**src/rtl/residual_map_seq_pkg.sv**
```systemverilog
// Shared width defaults for the residual mapping pipeline.
// These are the JPEG-LS values used by the block's parameters.
package residual_map_seq_pkg;
  localparam int RESIDUAL_LENGTH    = 9;
  localparam int MODRESIDUAL_LENGTH = 8;
  localparam int FRAME_CNT_LENGTH   = 16;
endpackage

```
**src/rtl/residual_map_seq_err_map_stage.sv**
```systemverilog
// Combinational modulo reduction (Errval -> e) and the JPEG-LS fold of a
// reduced residual into a non-negative MErrval.
module err_map_stage
  import residual_map_seq_pkg::*;
#(
  parameter int residual_length    = RESIDUAL_LENGTH,
  parameter int modresidual_length = MODRESIDUAL_LENGTH
) (
  input  logic [residual_length-1:0]    err_in,
  input  logic                          sign_flip,
  output logic [modresidual_length-1:0] e_out,
  input  logic [modresidual_length-1:0] e_in,
  output logic [modresidual_length-1:0] merr_out
);

  logic [modresidual_length-1:0] w_dbl;

  // Truncating to the low bits is the modulo-RANGE reduction.
  assign e_out = modresidual_length'(sign_flip ? -err_in : err_in);

  // -2e-1 equals the bitwise inverse of 2e, so the fold never overflows.
  assign w_dbl    = {e_in[modresidual_length-2:0], 1'b0};
  assign merr_out = e_in[modresidual_length-1] ? ~w_dbl : w_dbl;

endmodule

```
**src/rtl/residual_map_seq.sv**
```systemverilog
// Frame sequencer around a two-stage reduce/map pipeline with ready/valid
// handshakes on both sides and a done pulse once the last sample leaves.
module residual_map_seq
  import residual_map_seq_pkg::*;
#(
  parameter int residual_length    = RESIDUAL_LENGTH,
  parameter int modresidual_length = MODRESIDUAL_LENGTH,
  parameter int frame_cnt_length   = FRAME_CNT_LENGTH
) (
  input  logic                          clk,
  input  logic                          reset,
  input  logic                          start,
  input  logic [frame_cnt_length-1:0]   frame_len,
  input  logic                          in_valid,
  output logic                          in_ready,
  input  logic [residual_length-1:0]    err_in,
  input  logic                          sign_flip,
  output logic                          out_valid,
  input  logic                          out_ready,
  output logic [modresidual_length-1:0] merr_out,
  output logic                          out_last,
  output logic                          busy,
  output logic                          done
);

  localparam logic [1:0] ST_IDLE  = 2'd0;
  localparam logic [1:0] ST_RUN   = 2'd1;
  localparam logic [1:0] ST_DRAIN = 2'd2;

  logic [1:0]                    r_state;
  logic [1:0]                    w_state_nxt;
  logic [frame_cnt_length-1:0]   r_len;
  logic [frame_cnt_length-1:0]   r_count;
  logic [frame_cnt_length-1:0]   w_count_nxt;
  logic                          r_s1_valid;
  logic [modresidual_length-1:0] r_s1_e;
  logic                          r_s1_last;
  logic                          r_s2_valid;
  logic [modresidual_length-1:0] r_s2_merr;
  logic                          r_s2_last;
  logic                          r_done;
  logic                          w_in_ready;
  logic                          w_busy;
  logic                          w_accept;
  logic                          w_s1_adv;
  logic                          w_out_fire;
  logic                          w_is_last;
  logic                          w_start_ok;
  logic [modresidual_length-1:0] w_e;
  logic [modresidual_length-1:0] w_merr;

  err_map_stage #(
    .residual_length    (residual_length),
    .modresidual_length (modresidual_length)
  ) u_map (
    .err_in    (err_in),
    .sign_flip (sign_flip),
    .e_out     (w_e),
    .e_in      (r_s1_e),
    .merr_out  (w_merr)
  );

  assign w_s1_adv    = !r_s2_valid || out_ready;
  assign w_accept    = in_valid && w_in_ready;
  assign w_out_fire  = r_s2_valid && out_ready;
  assign w_count_nxt = r_count + {{(frame_cnt_length-1){1'b0}}, 1'b1};
  assign w_is_last   = (w_count_nxt == r_len);
  assign w_start_ok  = start && (frame_len != {frame_cnt_length{1'b0}});

  always_ff @(posedge clk) begin
    if (reset) begin
      r_state <= ST_IDLE;
    end else begin
      r_state <= w_state_nxt;
    end
  end

  always_comb begin
    w_state_nxt = r_state;
    case (r_state)
      ST_IDLE:  w_state_nxt = w_start_ok ? ST_RUN : ST_IDLE;
      ST_RUN:   w_state_nxt = (w_accept && w_is_last) ? ST_DRAIN : ST_RUN;
      ST_DRAIN: w_state_nxt = (w_out_fire && r_s2_last) ? ST_IDLE : ST_DRAIN;
      default:  w_state_nxt = ST_IDLE;
    endcase
  end

  always_comb begin
    w_busy     = 1'b0;
    w_in_ready = 1'b0;
    case (r_state)
      ST_RUN: begin
        w_busy     = 1'b1;
        w_in_ready = !r_s1_valid || w_s1_adv;
      end
      ST_DRAIN: begin
        w_busy     = 1'b1;
        w_in_ready = 1'b0;
      end
      default: begin
        w_busy     = 1'b0;
        w_in_ready = 1'b0;
      end
    endcase
  end

  // Frame length is latched only on an accepted start; count tracks accepts.
  always_ff @(posedge clk) begin
    if (reset) begin
      r_len   <= {frame_cnt_length{1'b0}};
      r_count <= {frame_cnt_length{1'b0}};
    end else if ((r_state == ST_IDLE) && w_start_ok) begin
      r_len   <= frame_len;
      r_count <= {frame_cnt_length{1'b0}};
    end else if (w_accept) begin
      r_count <= w_count_nxt;
    end
  end

  // Stage 1 may fill while stage 2 is stalled, and load while stage 2 drains.
  always_ff @(posedge clk) begin
    if (reset) begin
      r_s1_valid <= 1'b0;
      r_s1_e     <= {modresidual_length{1'b0}};
      r_s1_last  <= 1'b0;
      r_s2_valid <= 1'b0;
      r_s2_merr  <= {modresidual_length{1'b0}};
      r_s2_last  <= 1'b0;
      r_done     <= 1'b0;
    end else begin
      if (w_accept) begin
        r_s1_valid <= 1'b1;
        r_s1_e     <= w_e;
        r_s1_last  <= w_is_last;
      end else if (w_s1_adv) begin
        r_s1_valid <= 1'b0;
      end
      if (w_s1_adv) begin
        r_s2_valid <= r_s1_valid;
        if (r_s1_valid) begin
          r_s2_merr <= w_merr;
          r_s2_last <= r_s1_last;
        end
      end
      r_done <= (r_state == ST_DRAIN) && w_out_fire && r_s2_last;
    end
  end

  assign in_ready  = w_in_ready;
  assign busy      = w_busy;
  assign out_valid = r_s2_valid;
  assign merr_out  = r_s2_merr;
  assign out_last  = r_s2_valid && r_s2_last;
  assign done      = r_done;

endmodule

```
**config.mk**
```make
export PLATFORM = sky130hd
export DESIGN_NAME = residual_map_seq
export DESIGN_NICKNAME = d
export VERILOG_FILES = /design/src/rtl/residual_map_seq_pkg.sv /design/src/rtl/residual_map_seq_err_map_stage.sv /design/src/rtl/residual_map_seq.sv
export SDC_FILE = /design/constraint.sdc
export NUM_CORES = 1
export LEC_CHECK = 0
export BUFFER_PORTS_ARGS = -buffer_cell sky130_fd_sc_hd__buf_2
export CAP_MARGIN = 30
export CORE_MARGIN = 2
export CORE_UTILIZATION = 40
export DETAILED_ROUTE_END_ITERATION = 7
export GPL_TIMING_DRIVEN = 1
export SYNTH_ARGS = -nofsm -noshare
export SYNTH_HDL_FRONTEND = slang
export SYNTH_SLANG_ARGS = --single-unit
```
**constraint.sdc**
```tcl
create_clock -name clk -period 3 [get_ports clk]
set_clock_uncertainty 0.2 [all_clocks]
set_input_delay 0.15 -clock clk [delete_from_list [all_inputs] [get_ports clk]]
set_output_delay 0.15 -clock clk [all_outputs]
set_load 0.01 [all_outputs]
```
== Word-level counts from Yosys, hierarchy flattened ==
Index checks and enable logic that the tools add are counted.

* Register bits: 55
* Bits in latches: 0
* Bits in writable memories: 0
* Bits in read-only memories: 0
* Input bits: 31
* Word-level logic and storage cells: 45
* Memories kept: 0

* $add $sub $neg: 2
* $mul: 0
* Div/mod/pow operators: 0
* Magnitude comparators: 0
* Eq/ne operators: 3
* Shifts and indexed selects: 0
* Mux-type cells: 10
* Bitwise gates (word level): 1
* Reductions and logical operators: 19

{| class="wikitable"
|+ Operators with widths
! kind !! count
|-
| 16-bit by 1-bit adder with 16-bit output (second input constant) || 1
|-
| 16-bit == test || 1
|-
| 8-bit two-way mux || 2
|-
| 16-bit nonzero test || 1
|-
| 1-bit logical AND || 9
|-
| 8-bit negator || 1
|-
| 8-bit inverter || 1
|-
| 2-bit one-hot mux with 3 select lines || 1
|-
| 1-bit two-way mux || 5
|-
| 2-bit two-way mux || 2
|-
| 2-bit OR reduction || 2
|-
| 2-bit by 1-bit == test with 1-bit output (second input constant) || 1
|-
| 2-bit == test (second input constant) || 1
|-
| 1-bit logical NOT || 2
|-
| 2-bit logical NOT || 1
|-
| 1-bit logical OR || 2
|-
| 2-bit AND reduction || 1
|-
| 2-bit nonzero test || 1
|}

== Longest topological paths before layout ==
* Depth in word-level cells: 8
* Gate-level depth with buffers: 9
* Gate-level depth less buffers: 7

== Hierarchy ==
From an unflattened synthesis, not the netlist that was laid out.

* Cells, all modules: 325
* Area, all modules: 2870.3 um^2

{| class="wikitable"
|+ Modules (own cells, without submodules)
! module !! instances !! cells an instance !! area each (um^2) !! seq. area each (um^2)
|-
| residual_map_seq || 1 || 295 || 2626.3 || 1101.1
|-
| err_map_stage || 1 || 30 || 244.0 || 0.0
|}

== Worst setup path after synthesis ==
No wires, ideal clock.

* Kind: register to register
* Start: register r_count[0]
* End: register r_state[0]
* Data arrival time: 1.866 ns
* Required time: 2.685 ns
* Path slack: 0.819 ns
* Stages on the path, launching flop included: 8
* Buffers on the path: 0
* Clock period less this slack: 2.181 ns
* Cell sequence: dfxtp_1 ha_1 nand3_4 nor4_4 xnor2_1 a2111oi_2 nand4_1 o21a_1

* Longest elaborated chain between the ends: 5

{| class="wikitable"
|+ RTL lines
! item !! RTL line !! source
|-
| from (decl) || residual_map_seq.sv:33 || <nowiki>logic [frame_cnt_length-1:0] r_count;</nowiki>
|-
| from (signal assigned) || residual_map_seq.sv:111 || <nowiki>r_count <= {frame_cnt_length{1'b0}};</nowiki>
|-
| from (signal assigned) || residual_map_seq.sv:114 || <nowiki>r_count <= {frame_cnt_length{1'b0}};</nowiki>
|-
| from (signal assigned) || residual_map_seq.sv:116 || <nowiki>r_count <= w_count_nxt;</nowiki>
|-
| 16-bit by 1-bit adder with 16-bit output || residual_map_seq.sv:66 || <nowiki>assign w_count_nxt = r_count + {{(frame_cnt_length-1){1'b0}}, 1'b1};</nowiki>
|-
| 16-bit == test || residual_map_seq.sv:67 || <nowiki>assign w_is_last = (w_count_nxt == r_len);</nowiki>
|-
| 1-bit logical AND || residual_map_seq.sv:82 || <nowiki>ST_RUN: w_state_nxt = (w_accept && w_is_last) ? ST_DRAIN : ST_RUN;</nowiki>
|-
| 2-bit two-way mux || residual_map_seq.sv:82 ||
|-
| 2-bit one-hot mux with 3 select lines || residual_map_seq.sv:80 || <nowiki>case (r_state)</nowiki>
|-
| to (signal assigned) || residual_map_seq.sv:74 || <nowiki>r_state <= w_state_nxt;</nowiki>
|-
| to (decl) || residual_map_seq.sv:30 || <nowiki>logic [1:0] r_state;</nowiki>
|}

Every way passes these cells.
A chain may end at the register's enable or synchronous reset.

== Final worst setup path ==
Same ends and word-level chain as after synthesis.

==> results_dict.tcl <==
set metrics [dict create \
    antenna_found_initial 0 \
    grt_max_degree 23 \
    crit_end "r_state[0]" \
    area_growth_pct 21.5 \
    finalCritPeriodShare_pct 80.7 \
    dieArea_mm2 0.00775 \
    startpoint "r_count[0]" \
    place_inst 446 \
    dr_total_vias 2320 \
    r2r_slack_ns 0.58 \
    row_count 30 \
    postCtsSetupBuffers 0 \
    track_usage_pct 16.4 \
    die_width_um 88.0 \
    clk_path_buf_depth 2 \
    initial_core_util_pct 41.4 \
    crit_arrival_ns 2.44 \
    core_mm2 0.00683 \
    drtIter0Drc 91 \
    timing.slew.headroom_pct 51.9 \
    setup_viol 0 \
    drt-vias-per-instance 4.87 \
    slowest_delay_ns 0.45 \
    ys_async_sr_fraction_pct 0 \
    ys.flop_type "dfxtp_1" \
    critPathMaxFanout 7 \
    final_common_cell "nor2_1" \
    synth_top_area_share_pct 39.0 \
    drv_cap 0 \
    cts_root_buf "clkbuf_8" \
    finalSetupTns_ns 0 \
    dp_slack_ns 0.552 \
    cts.repair.resized 0 \
    fin_ws_ns 0.580 \
    hp-class "input pin to flip-flop" \
    max_freq_ghz 0.413 \
    p_leak_uw 0.00130 \
    path_cells "ha_1 -> nand3_4 -> nor4_4 -> xnor2_1 -> a2111oi_2 -> nand4_1 -> o21a_1" \
    syn_nets 359 \
    ys_types 46 \
    cp_slowest_cell "dfxtp_1" \
    drc 0 \
    seq_area_frac_synth_pct 39.0 \
    htreeDepth 2 \
    die_y_um 88.0 \
    numPortBuffers 42 \
    synth_warnings 0 \
    final_cell_mix "62 x nor2_1, 55 x dfxtp_1, 42 x buf_2" \
    synth_top_area_cell "dfxtp_1" \
    power_per_cell_area_mw_per_mm2 411 \
    min_period_ns 2.42 \
    cts_buffers 5 \
    synthCells 322 \
    grt_pass1_vias 2185 \
    cts_tree "done" \
    status "finished clean" \
    post-route-util_pct 50.2 \
    rsz0062_at_grt "no" \
    antenna_cells 0 \
    clkLatencyLatePin_ns 0.32 \
    max_slew.worst_pin.slew_ns 0.715 \
    syn_area_per_cell_um2 8.77 \
    peakVddDrop_uv 193 \
    critical_path.endpoint_type "flip-flop" \
    syn_area_mm2 0.00283 \
    ant_nets 0 \
    synth_edf_count 0 \
    worstRegToRegCells 7 \
    drive_gt1_share_pct 17.1 \
    place_congestion 0.777 \
    drt_pass1_iterations 4 \
    critPathBufInv 0 \
    path_delay_family "simple AND/OR/NAND/NOR gates" \
    r2r-end "r_state[0]" \
    crit_type "flip-flop to flip-flop" \
    ys_seq_elements 55 \
    cts.clk_slew.worst_paths_ns 0.11 \
    gr-total-overflow 0 \
    r2r_start "r_count[0]" \
    pin_count 44 \
    hold_viol_final 0 \
    nets 416 \
    clock-sinks 55 \
    grt_pass1_wl_um 9990 \
    finalWirelength_um 5950 \
    synth_area_leaders "dfxtp_1 39%, xnor2_1 10%, nor2_1 8.2%, mux2i_1 6.4%, xor2_1 4.7%" \
    maxSlewViolCount 0 \
    cp-start-kind "flip-flop" \
    fin_cells 476 \
    wl_per_cell_um 12.5 \
    cts_hold_buf 22 \
    cp.depth 7 \
    dpl.hpwl_um 4200 \
    crit_required_ns 3.02 \
]
## cell type report
class | instances | area [um2]
Fill cell | 690 | 3400
Timing Repair Buffer | 68 | 460
Clock inverter | 3 | 25.0
Clock buffer | 5 | 68.8
Inverter | 8 | 30.0
Sequential cell | 55 | 1100
Tap cell | 96 | 120
Multi-Input combinational cell | 241 | 1630
## Yosys cell counts (all sizes together), types with 2 or more instances
| master | n |
|---|---|
| clkbuf | 13 |
| and2 | 2 |
| mux2i | 18 |
| nand4 | 6 |
| nor2b | 5 |
| nand3b | 2 |
| dfxtp | 55 |
| nand3 | 6 |
| xor2 | 15 |
| nor4 | 7 |
| a2111oi | 2 |
| inv | 8 |
| and4 | 2 |
| nand2 | 22 |
| nor3b | 2 |
| ha | 6 |
| o31ai | 2 |
| or3 | 3 |
| o21ai | 2 |
| buf | 5 |
| nor3 | 5 |
| xnor2 | 33 |
| a211oi | 16 |
| a21oi | 9 |
| nor2 | 62 |
## per-stage QoR
stage               hold slack [ns]  area, um2  total power [uW]
floorplan                    0.0860       2830               927
global placement              0.199       3120               986
detailed placement            0.206       3120               989
CTS                          0.0139       3430              1430
global route                 0.0165       3430              1490
finish                       0.0209       3430              1410
## metal layers
metal  wire length [um]  GRT usage, %  vias up
met2               2570          25.3       39
met3                219          3.20        7
met1               3080          23.2     1056
li1                   -             -     1218
met4                 74          4.96        0
met5                  0             0        -
## where the power goes
part	switching [uW]	internal, uW
sequential	24.6	758
combinational	103	107
clock	250	167
## flip-flops by register name (all words and copies together), names as in the netlist
register	flops
out_valid	1
r_len	16
merr_out	8
r_s1_last	1
r_state	2
r_s1_valid	1
r_s2_last	1
r_s1_e	8
done	1
r_count	16
## cells by family after synthesis
kind of cell | synth area share [%]
buf+inv | 3.72
compound gates | 10.1
mux | 6.38
simple gates | 23.3
xor+xnor | 14.9
fa+ha+maj | 2.66
flops | 39.0
## worst min-delay path: cells and delay by family
kind | cells | cell delay (ns)
buffers and inverters | 1 | 0.10
AOI/OAI and AO/OA | 1 | 0.09
xor gates and xnor gates | 1 | 0.16
## how the worst min path moves through the flow
stage / start / end / slack [ns] / cells after the start
global route: err_in[5] / r_s1_e[5] / 0.02 / 3
CTS: err_in[5] / r_s1_e[5] / 0.01 / 3
detailed placement: frame_len[6] / r_len[6] / 0.21 / 3
global placement: frame_len[9] / r_len[9] / 0.20 / 3
floorplan: err_in[0] / r_s1_e[0] / 0.09 / 2
finish: err_in[3] / r_s1_e[3] / 0.02 / 3
Note: power is estimated with default switching activity, not from simulation.
